## src/rtl/casr_word_packer_if.sv

```systemverilog
// casr_word_packer_if: valid/ready word output bus of the CASR word packer
//   o_word        packed output word
//   o_word_valid  o_word holds an untaken word
//   i_word_ready  consumer accepts o_word when valid&ready
interface casr_word_packer_if #(
    parameter int WORD_W = 16
);
    logic [WORD_W-1:0] o_word;
    logic              o_word_valid;
    logic              i_word_ready;
    modport master (output o_word, o_word_valid, input i_word_ready);
    modport slave  (input o_word, o_word_valid, output i_word_ready);
endinterface

```

## src/rtl/casr_word_packer.sv

```systemverilog
// casr_word_packer: gates CASR advance, warms up, decimates one state bit per DECIM steps into WORD_W-bit words
//   clk, rst      clock, synchronous active-high reset
//   i_start       pulse: leave IDLE and begin warm-up
//   i_stop        pulse: return to IDLE, discarding the partial word
//   i_casr_state  current CASR state
//   o_casr_en     CASR advance enable
//   o_busy        not IDLE
//   o_warm        in warm-up
//   o_wp          word output handshake (master side)
module casr_word_packer #(
    parameter int STATE_W = 37,
    parameter int WORD_W  = 16,
    parameter int TAP     = 18,
    parameter int WARMUP  = 64,
    parameter int DECIM   = 1
) (
    input  logic                  clk,
    input  logic                  rst,
    input  logic                  i_start,
    input  logic                  i_stop,
    input  logic [STATE_W-1:0]    i_casr_state,
    output logic                  o_casr_en,
    output logic                  o_busy,
    output logic                  o_warm,
    casr_word_packer_if.master    o_wp
);
    localparam int WW = $clog2(WARMUP + 1);
    localparam int SW = DECIM > 1 ? $clog2(DECIM) : 1;
    localparam int BW = $clog2(WORD_W);

    typedef enum logic [1:0] {S_IDLE, S_WARM, S_RUN} state_t;

    state_t            r_state;
    logic [WW-1:0]     r_warm;
    logic [SW-1:0]     r_step;
    logic [BW-1:0]     r_bit;
    logic [WORD_W-1:0] r_acc;
    logic              r_acc_full;

    logic              w_take;
    logic              w_step_wrap;
    logic              w_cap;
    logic              w_done;
    logic [WORD_W-1:0] w_acc;
    logic              w_unused;

    always_comb begin
        o_casr_en   = (r_state == S_WARM) | ((r_state == S_RUN) & !r_acc_full);
        o_busy      = r_state != S_IDLE;
        o_warm      = r_state == S_WARM;
        w_take      = o_wp.o_word_valid & o_wp.i_word_ready;
        w_step_wrap = r_step == SW'(DECIM - 1);
        // The step counter runs through warm-up too, so decimation phase follows total CASR steps.
        w_cap       = o_casr_en & (r_state == S_RUN) & w_step_wrap;
        w_done      = w_cap & (r_bit == BW'(WORD_W - 1));
        w_acc       = {r_acc[WORD_W-2:0], i_casr_state[TAP]};
        w_unused    = ^i_casr_state;
    end

    always_ff @(posedge clk) begin
        if (rst) begin
            r_state           <= S_IDLE;
            r_warm            <= '0;
            r_step            <= '0;
            r_bit             <= '0;
            r_acc             <= '0;
            r_acc_full        <= 1'b0;
            o_wp.o_word       <= '0;
            o_wp.o_word_valid <= 1'b0;
        end else begin
            if (w_take)
                o_wp.o_word_valid <= 1'b0;
            if (i_stop && r_state != S_IDLE) begin
                r_state    <= S_IDLE;
                r_warm     <= '0;
                r_step     <= '0;
                r_bit      <= '0;
                r_acc      <= '0;
                r_acc_full <= 1'b0;
            end else begin
                // A parked word replaces the one being taken, keeping valid high with no bubble.
                if (r_acc_full && w_take) begin
                    o_wp.o_word       <= r_acc;
                    o_wp.o_word_valid <= 1'b1;
                    r_acc_full        <= 1'b0;
                end
                case (r_state)
                    S_IDLE: if (i_start && !i_stop) r_state <= S_WARM;
                    S_WARM: begin
                        r_step  <= w_step_wrap ? '0 : r_step + 1'b1;
                        r_warm  <= r_warm == WW'(WARMUP - 1) ? '0 : r_warm + 1'b1;
                        r_state <= r_warm == WW'(WARMUP - 1) ? S_RUN : S_WARM;
                    end
                    S_RUN: begin
                        if (o_casr_en)
                            r_step <= w_step_wrap ? '0 : r_step + 1'b1;
                        if (w_cap) begin
                            r_acc <= w_acc;
                            r_bit <= w_done ? '0 : r_bit + 1'b1;
                        end
                        if (w_done && (!o_wp.o_word_valid || w_take)) begin
                            o_wp.o_word       <= w_acc;
                            o_wp.o_word_valid <= 1'b1;
                        end else if (w_done) begin
                            r_acc_full <= 1'b1;
                        end
                    end
                    default: r_state <= S_IDLE;
                endcase
            end
        end
    end
endmodule

```

## src/flat_wrapper.sv

```systemverilog
// flat-port wrapper written by rule: the top's interface ports become plain ports
module casr_word_packer_flat 
#(
    parameter int STATE_W = 37,
    parameter int WORD_W  = 16,
    parameter int TAP     = 18,
    parameter int WARMUP  = 64,
    parameter int DECIM   = 1
)
  (clk, rst, i_start, i_stop, i_casr_state, o_casr_en, o_busy, o_warm, o_wp_o_word, o_wp_o_word_valid, o_wp_i_word_ready);
  casr_word_packer_if #(.WORD_W(WORD_W)) o_wp_i ();
  input  logic clk;
  input  logic rst;
  input  logic i_start;
  input  logic i_stop;
  input  logic [STATE_W-1:0] i_casr_state;
  output logic o_casr_en;
  output logic o_busy;
  output logic o_warm;
  output wire logic [$bits(o_wp_i.o_word)-1:0] o_wp_o_word;
  output wire logic [$bits(o_wp_i.o_word_valid)-1:0] o_wp_o_word_valid;
  input wire logic [$bits(o_wp_i.i_word_ready)-1:0] o_wp_i_word_ready;
  assign o_wp_o_word = o_wp_i.o_word;
  assign o_wp_o_word_valid = o_wp_i.o_word_valid;
  assign o_wp_i.i_word_ready = o_wp_i_word_ready;
  casr_word_packer #(.STATE_W(STATE_W), .WORD_W(WORD_W), .TAP(TAP), .WARMUP(WARMUP), .DECIM(DECIM)) u_core (.clk(clk), .rst(rst), .i_start(i_start), .i_stop(i_stop), .i_casr_state(i_casr_state), .o_casr_en(o_casr_en), .o_busy(o_busy), .o_warm(o_warm), .o_wp(o_wp_i));
endmodule
```

## config.mk

```make
export PLATFORM = sky130hd
export DESIGN_NAME = casr_word_packer_flat
export DESIGN_NICKNAME = d
export VERILOG_FILES = /design/src/rtl/casr_word_packer_if.sv /design/src/rtl/casr_word_packer.sv /design/src/flat_wrapper.sv
export SDC_FILE = /design/constraint.sdc
export NUM_CORES = 1
export LEC_CHECK = 0
export ABC_AREA = 0
export CAP_MARGIN = 40
export CORE_MARGIN = 2
export CORE_UTILIZATION = 40
export CTS_CLUSTER_DIAMETER = 50
export DETAILED_ROUTE_END_ITERATION = 8
export GPL_TIMING_DRIVEN = 0
export PLACE_DENSITY = 0.72
export SLEW_MARGIN = 20
export SYNTH_ARGS = -nofsm -noshare
export SYNTH_HDL_FRONTEND = slang
export SYNTH_SLANG_ARGS = --single-unit
```

## constraint.sdc

```tcl
create_clock -name clk -period 1.9 [get_ports clk]
set_clock_uncertainty 0.1 [all_clocks]
set_input_delay 0.19 -clock clk [delete_from_list [all_inputs] [get_ports clk]]
set_output_delay 0.19 -clock clk [all_outputs]
set_load 0.05 [all_outputs]
```

==> results.yml, run 1 <==
power:
  vdd_drop_max_mv: 0.3430
  power-per-cell-area_mw_per_mm2: 625.2
  power.share.sequential_pct: 59.0
  p_total_mw: 1.676
  p_sw_share_pct: 24.47
  clkPwrFrac_pct: 35.4
  combPwrFrac_pct: 5.6
  leakagePower_nw: 0.9008
  p_switching_uw: 410.3
  internal-power_mw: 1.266
drt:
  drc: 0
  wl_per_cell_um: 13.18
  routed_via_density: 5.003
  antenna_left: 0
  drt-initial-drc-count: 64
  wl_um: 4350
  vias: 1651
  first_pass_iters: 4
placed_design:
  dpl.cell_count: 316
  dp_slack_ps: -630.4
  io_buffers: 24
  dp_hpwl_um: 2884
  gp_congestion: 0.7518
global_route:
  grt-ovfl-total: 0
  grt_pass1_wl_um: 7286
  groute.usage.overall_pct: 15.28
  grt_antenna_before_repair: 0
  grt_pass1_vias: 1530
  grt_max_degree: 15
synthesis:
  synthTopCellsByArea: "dfxtp_1 (44%), mux2i_1 (8.0%), o21ba_1 (7.6%), nand2_1 (7.4%), a211oi_2 (5.3%)"
  synth_edf_count: 0
  syn_area_mm2: 0.002120
  syn_nets: 266
  yosysMostFrequentCell: "dfxtp_1"
  synth_area_per_cell_um2: 9.547
  ys_warn_count: 0
  ys_seq_area_share_pct: 44.39
  async_flop_share_pct: 0
  ys_ff_latch: 47
  synth_largest_area_cell: "dfxtp_1"
  ys_types: 33
  netlist_top_cells_count: "dfxtp_1 (47), nand2_1 (42), a21oi_1 (22)"
  netlist.area_leader.share_pct: 44.39
  synth_ff_type: "dfxtp_1"
  syn_inst: 222
floorplanning:
  die_width_um: 76.80
  fp.dieH_um: 76.80
  start_util_pct: 41.50
  ios: 62
  core_mm2: 0.005107
  row_count: 26
  die-area_mm2: 0.005897
clock_tree:
  cts_tree: "built"
  h-tree-depth: 2
  cts.path.max_buffers: 2
  clkSinkCount: 47
  clk_pin_slew_ps: 90
  numCtsBuffers: 5
  holdBufCountCts: 0
  clkLatencyLatePin_ps: 300
  root_buffer: "clkbuf_8"
min_path:
  min_path_type: "primary input to flip-flop"
  whs_path_depth: 2
sta:
  fmax_mhz: 545.1
  tightest_slew_ps: 707.9
  finalCriticalPeriod_ps: 1835
  min_period_over_period_pct: 96.55
  setup_ws_ps: 65.50
  setup_tns_ps: 0
  maxSlewViolCount: 0
  max_slew_margin_pct: 52.81
  setup_viol: 0
  hold_violations: 0
critical_path:
  worstSetupPathType: "flip-flop to flip-flop"
  startpoint_type: "flip-flop"
  arrival_ps: 1900
  r2r_cells: 6
  end_kind: "flip-flop"
  critPathMaxFanout: 18
  cp.required_ps: 1960
cells_and_area:
  nNetsFinal: 303
  multiInputGateArea_mm2: 0.001136
  fin_cells: 330
  num_antenna_cells: 0
  seqCellArea_um2: 954.7
  layout-drive-gt1-share_pct: 20.38
  area_delta_synth_final_pct: 26.51
  nFillCells: 483
outcome:
  status: "complete, no violations"
job:
  drv_cap: 0
==> flip-flops by register name, summed over array words and instances, names as in the netlist <==
register                  count
u_core.o_wp.o_word           16
u_core.o_wp.o_word_valid      1
u_core.r_acc                 16
u_core.r_acc_full             1
u_core.r_bit                  4
u_core.r_state                2
u_core.r_warm                 7
==> critical path: stages, from the launching register on <==
cell      delay (ps)
dfxtp_4          370
or3b_4           420
o2bb2a_4         230
buf_6            160
nor2_4           150
buf_8            170
a211oi_2          70
==> cell type report <==
type | instances | share of cell area, %
Sequential cell | 47 | 35.60
Tap cell | 70 | 3.266
Clock buffer | 5 | 2.566
Inverter | 1 | 0.1400
Multi-Input combinational cell | 159 | 42.37
Clock inverter | 3 | 0.5600
Buffer | 12 | 3.406
Timing Repair Buffer | 33 | 12.09
==> power groups by stage <==
stage | combinational [mW] | sequential, mW | clock, mW
after global placement | 0.0928 | 1.02 | 0
after floorplan | 0.0608 | 1.01 | 0
after detailed placement | 0.0920 | 1.02 | 0
final | 0.0942 | 0.989 | 0.593
after CTS | 0.0914 | 0.991 | 0.610
after global routing | 0.102 | 0.991 | 0.659
==> per-stage QoR <==
stage	hold slack [ps]	instance area (um2)	utilization (%)
detailed placement	325.6	2449	47.94
global route	321.0	2681	52.50
finish	268.2	2681	52.50
floorplan	185.9	2121	-
global placement	323.0	2449	47.94
CTS	262.6	2582	50.56
==> logic make-up after synthesis <==
| logic type | share of synthesized area, % |
|---|---|
| simple gates | 16.88 |
| compound gates | 22.49 |
| flops | 44.39 |
| mux | 8.028 |
| buf+inv | 4.132 |
| xor+xnor | 2.893 |
| fa+ha+maj | 1.180 |
==> per-layer routing <==
metal,global-route usage [%],vias to the layer above,wire [um]
met5,0,-,0
met1,20.35,774,2121
met2,23.95,22,2033
met4,5.455,0,66
li1,-,848,-
met3,3.882,7,129
==> placed cells by master (no fill, tap or decap), types with 5 or more instances in the layout <==
master and count:
clkbuf_8 5, mux2i_1 12, o21ba_1 16, nand2_1 41, a211oi_1 8, xor2_1 6
a21oi_1 22, a211oi_2 9, buf_4 9, clkdlybuf4s50_1 21, clkbuf_1 6, nor2_1 10
dfxtp_1 42
==> final timing paths <==
path,slack (ps),from,endpoint
max,70,u_core.r_acc_full,u_core.o_wp.o_word[11]
min,270,rst,u_core.o_wp.o_word[5]
max reg2reg,70,u_core.r_acc_full,u_core.o_wp.o_word[11]
min reg2reg,340,u_core.r_warm[6],u_core.r_warm[6]
==> what timing repair did <==
item                       in CTS  in global routing
gates cloned                    0                  1
gates resized for setup        23                 20
pin swaps                       0                  3
setup endpoints to repair      14                 19
buffers inserted                1                  7
No activity file was read; power rests on OpenSTA's default activity.
==> inputs of run 2 (changes only) <==
--- a/constraint.sdc
+++ b/constraint.sdc
@@ -4,2 +4,2 @@
 set_output_delay 0.19 -clock clk [all_outputs]
-set_load 0.05 [all_outputs]
+set_load 0.005 [all_outputs]
==> results.yml, run 2 (same netlist as run 1, synthesis figures left out) <==
cells_and_area:
  fin_area_mm2: 0.002704
  nNetsFinal: 306
  layout-drive-gt1-share_pct: 19.77
  top_regs: "u_core.o_wp.o_word: 16 flops, u_core.r_acc: 16 flops, u_core.r_warm: 7 flops"
  num_antenna_cells: 0
  final_common_cell: "dfxtp_1"
  mostFrequentLayoutCells: "dfxtp_1 (43), nand2_1 (42), clkdlybuf4s50_1 (23)"
  nFillCells: 463
  area_delta_synth_final_pct: 27.57
floorplanning:
  fp.dieH_um: 76.80
  start_util_pct: 41.50
  core_mm2: 0.005107
  die-area_mm2: 0.005897
  ios: 62
  row_count: 26
  die_width_um: 76.80
critical_path:
  crit_buf_inv: 2
  slowest_stage: "clkdlybuf4s50_1"
  arrival_ps: 1550
  critPathMaxFanout: 6
  crit_family: "buffers and inverters"
  cp.required_ps: 1610
  worstSetupPathType: "flip-flop to output pin"
  crit_path_max_incr_delay_ps: 450
  startpoint_type: "flip-flop"
  end_kind: "output pin"
  crit_chain: "buf_4 > or2_2 > clkdlybuf4s50_1"
global_route:
  grt_antenna_before_repair: 0
  grt_pass1_wl_um: 7182
  groute.usage.overall_pct: 15.24
  grt_max_degree: 14
  grt-ovfl-total: 0
  grt_pass1_vias: 1506
outcome:
  status: "complete, no violations"
sta:
  min_period_over_period_pct: 96.99
  max_slew_margin_pct: 56.82
  rsz0062_at_grt: "no"
  fmax_mhz: 542.7
  maxSlewViolCount: 0
  finalCriticalPeriod_ps: 1843
  setup_viol: 0
  hold_violations: 0
  tightest_slew_ps: 647.8
  hold_ws_ps: 277.3
job:
  drv_cap: 0
power:
  vdd_drop_max_mv: 0.4149
  power-per-cell-area_mw_per_mm2: 636.5
  leakagePower_nw: 0.9160
  p_total_mw: 1.721
drt:
  wl_um: 4282
  wl_per_cell_um: 12.86
  antenna_left: 0
  routed_via_density: 4.994
  vias: 1663
  first_pass_iters: 4
  drt-initial-drc-count: 85
  drc: 0
clock_tree:
  cts_tree: "built"
  h-tree-depth: 2
  root_buffer: "clkbuf_8"
  clkLatencyLatePin_ps: 290
  clk_pin_slew_ps: 80
  cts.path.max_buffers: 2
  numCtsBuffers: 5
  clkSinkCount: 47
  holdBufCountCts: 0
placed_design:
  gp_congestion: 0.7535
  dp_hpwl_um: 2894
  placedInstanceArea_mm2: 0.002447
  io_buffers: 24
min_path:
  min_path_type: "primary input to flip-flop"
-- run 2: cell types whose count changed in the layout (fill, tap and decap cells not counted), sizes merged --
cell and delta:
buf +3, clkinv -3, clkbuf +2, clkdlybuf4s50 +2, dlygate4sd2 -1
-- run 2: metrics by stage --
stage / setup slack (ps) / util, % / instances / TNS [ps]
floorplan: 134.0 / - / 222 / 0
global placement: -361.4 / 47.92 / 316 / -5720
detailed placement: -384.6 / 47.92 / 316 / -6101
CTS: -14.22 / 51.52 / 328 / -29.14
global route: 2.061 / 52.94 / 333 / 0
finish: 57.27 / 52.94 / 333 / 0
-- run 2: final cells by class --
type                    count  area (um2)  area share, %
plain buffers              14       128.9          4.766
clock buffers               8       100.1          3.702
inverters                   1       3.754         0.1388
flip-flops and latches     47       950.9          35.17
multi-input cells         159        1122          41.51
well taps                  70       87.58          3.239
repair buffers             34       310.3          11.48
-- run 2: timing repair --
action | in CTS | in global routing
endpoints found under the hold margin | 0 | 0
setup endpoints to repair | 12 | 33
buffers inserted | 5 | 5
pin swaps | 0 | 5
gates resized for setup | 19 | 16
-- run 2: power by group --
part	internal [mW]	switching (mW)	total (mW)	leakage (nW)
clock network	0.332	0.315	0.647	0.0515
logic	0.0342	0.0504	0.0846	0.483
registers	0.986	0.00318	0.989	0.381
-- run 2: path summary, 6_finish.rpt --
kind                                          endpoint               from  depth (start not counted)  slack (ps)
worst max-delay path                            o_busy  u_core.r_state[0]                          3          60
worst max register to register  u_core.o_wp.o_word[10]  u_core.r_acc_full                          6          70
worst min-delay path             u_core.o_wp.o_word[1]                rst                          2         280
worst min register to register        u_core.r_warm[6]   u_core.r_warm[6]                          2         340
-- run 2: routing by layer --
metal	vias up	track usage, %	routed length [um]
met4	0	4.364	27
met3	2	4.000	236
met1	764	20.06	1994
met5	-	0	0
met2	43	24.56	2023
li1	854	-	-
==> inputs of run 3 (changes only) <==
PLACE_DENSITY = 0.75   (was 0.72)
clock period = 1.5 ns   (was 1.9 ns; I/O delays follow)
==> results.yml, run 3 (same netlist as run 1, synthesis figures left out) <==
outcome:
  status: "complete, but fails checks"
  violations: "negative setup slack"
global_route:
  gr-usage-met2_pct: 27.02
  grt-ovfl-total: 0
  grtUsageMet3_pct: 4.118
  grt_pass1_wl_um: 7859
  grt_max_degree: 16
  groute.usage.overall_pct: 16.39
  grt_antenna_before_repair: 0
  grt_pass1_vias: 1670
  grt.busiest_layer: "met2"
  grt_util_met1_pct: 20.50
floorplanning:
  die-area_mm2: 0.005897
  start_util_pct: 41.50
  fp.dieH_um: 76.80
  die_width_um: 76.80
  row_count: 26
  ios: 62
  core_mm2: 0.005107
sta:
  hold_violations: 0
  rsz0062_at_grt: "yes"
  setup_viol: 36
  min_period_over_period_pct: 120.3
  finalCriticalPeriod_ps: 1804
  fmax_mhz: 554.3
  setup_tns_ps: -5568
  max_slew_margin_pct: 55.58
  maxSlewViolCount: 0
  setup_ws_ps: -304.1
  tightest_slew_ps: 666.3
drt:
  antenna_left: 0
  drc: 0
  wl_um: 5141
  vias: 1797
  drt-initial-drc-count: 87
  first_pass_iters: 5
  wl_per_cell_um: 14.82
  routed_via_density: 5.179
clock_tree:
  clkLatencyLatePin_ps: 310
  root_buffer: "clkbuf_8"
  h-tree-depth: 2
  clk_pin_slew_ps: 100
  cts_tree: "built"
  clkSinkCount: 47
  numCtsBuffers: 5
  cts.path.max_buffers: 2
power:
  internal-power_mw: 1.680
  p_switching_uw: 523.0
  p_sw_share_pct: 23.74
  combPwrFrac_pct: 6.0
  leakagePower_nw: 1.078
  clkPwrFrac_pct: 37.3
  power-per-cell-area_mw_per_mm2: 705.8
  power.share.sequential_pct: 56.7
  vdd_drop_max_mv: 0.5859
  p_total_mw: 2.203
min_path:
  worstHoldStart: "rst"
  hold_path_end: "u_core.o_wp.o_word[5]"
  whs_path_depth: 2
  min_path_type: "primary input to flip-flop"
critical_path:
  end_kind: "flip-flop"
  startpoint: "u_core.r_acc_full"
  slowest_stage: "dfxtp_4"
  crit_buf_inv: 3
  critPathMaxFanout: 5
  crit_family: "buffers and inverters"
  rrSetupSlack_ps: -300
  worstSetupPathType: "flip-flop to flip-flop"
  cp.required_ps: 1570
  r2r_cells: 7
  r2r_start: "u_core.r_acc_full"
  crit_path_max_incr_delay_ps: 360
  cp.depth: 7
  cp_common_cell: "buf_6"
  crit_chain: "buf_6 > nand4bb_4 > nor3b_2 > buf_6 > clkbuf_16 > mux2i_1 > a211oi_2"
  worstReg2RegEnd: "u_core.o_wp.o_word[8]"
  arrival_ps: 1870
  startpoint_type: "flip-flop"
cells_and_area:
  nNetsFinal: 320
  nFillCells: 420
  num_antenna_cells: 0
  final_common_cell: "dfxtp_1"
  area_delta_synth_final_pct: 47.28
  seqCellArea_um2: 958.4
  fin_area_mm2: 0.003122
  layout-drive-gt1-share_pct: 37.18
  multiInputGateArea_mm2: 0.001325
  top_regs: "u_core.o_wp.o_word: 16 flops, u_core.r_acc: 16 flops, u_core.r_warm: 7 flops"
  mostFrequentLayoutCells: "dfxtp_1 (41), nand2_1 (40), clkdlybuf4s50_1 (21)"
placed_design:
  placedInstanceArea_mm2: 0.002545
  dp_hpwl_um: 2912
  io_buffers: 24
  gp_congestion: 0.7389
job:
  drv_cap: 0
-- run 3: changes by cell type in the layout (fill, tap and decap cells not counted), moves of 3 or more --
cell and change:
o21ba_1 -9, o21ba_4 +9, buf_6 +8, a21oi_1 -7, a21oi_2 +7, mux2i_1 -5
buf_4 +4, mux2i_4 +4, clkbuf_1 -3
-- run 3: metal layers --
metal / vias to the layer above / share of wire [%]
li1: 887 / -
met1: 859 / 45
met2: 43 / 49
met3: 8 / 4.2
met4: 0 / 1.9
met5: - / 0
-- run 3: through the flow --
step | cells | hold WS [ps] | setup slack [ps] | utilization, %
floorplan | 222 | 138.1 | -170.0 | -
global placement | 316 | 322.7 | -677.7 | 49.83
detailed placement | 316 | 325.5 | -718.0 | 49.83
CTS | 338 | 210.5 | -277.3 | 57.42
global route | 347 | 267.0 | -367.9 | 61.12
finish | 347 | 221.3 | -304.1 | 61.12
-- run 3: power by group through the flow --
stage                     sequential, mW  combinational [mW]  clock (mW)
final                               1.25               0.131       0.822
after global routing                1.25               0.142       0.891
after CTS                           1.25               0.121       0.826
after detailed placement            1.29              0.0969           0
after global placement              1.29              0.0976           0
after floorplan                     1.29              0.0576           0
-- run 3: worst max-delay path by stage --
stage,slack [ps],endpoint
3_3_place_gp,-680,u_core.o_wp.o_word[10]
4_1_cts,-280,o_casr_en
5_1_grt,-370,u_core.o_wp.o_word[11]
6_report,-300,u_core.o_wp.o_word[8]
2_1_floorplan,-170,u_core.o_wp.o_word[10]
3_5_place_dp,-720,u_core.o_wp.o_word[11]
-- run 3: area by class of cell --
class                      instances  share of cell area [%]
clock inverter                     2                  0.5210
tap                               70                   2.806
inverter                           1                  0.1202
clock buffer                       6                   2.645
timing repair buffer              50                   15.71
multi-input combinational        159                   42.44
buffer                            12                   5.050
sequential                        47                   30.70
-- run 3: repair_timing --
item / in CTS / in global routing
hold buffers: 0 / 0
setup buffers: 16 / 10
cloned: 0 / 2
resized for setup: 56 / 31
pin swaps: 8 / 18
setup endpoints to repair: 44 / 41
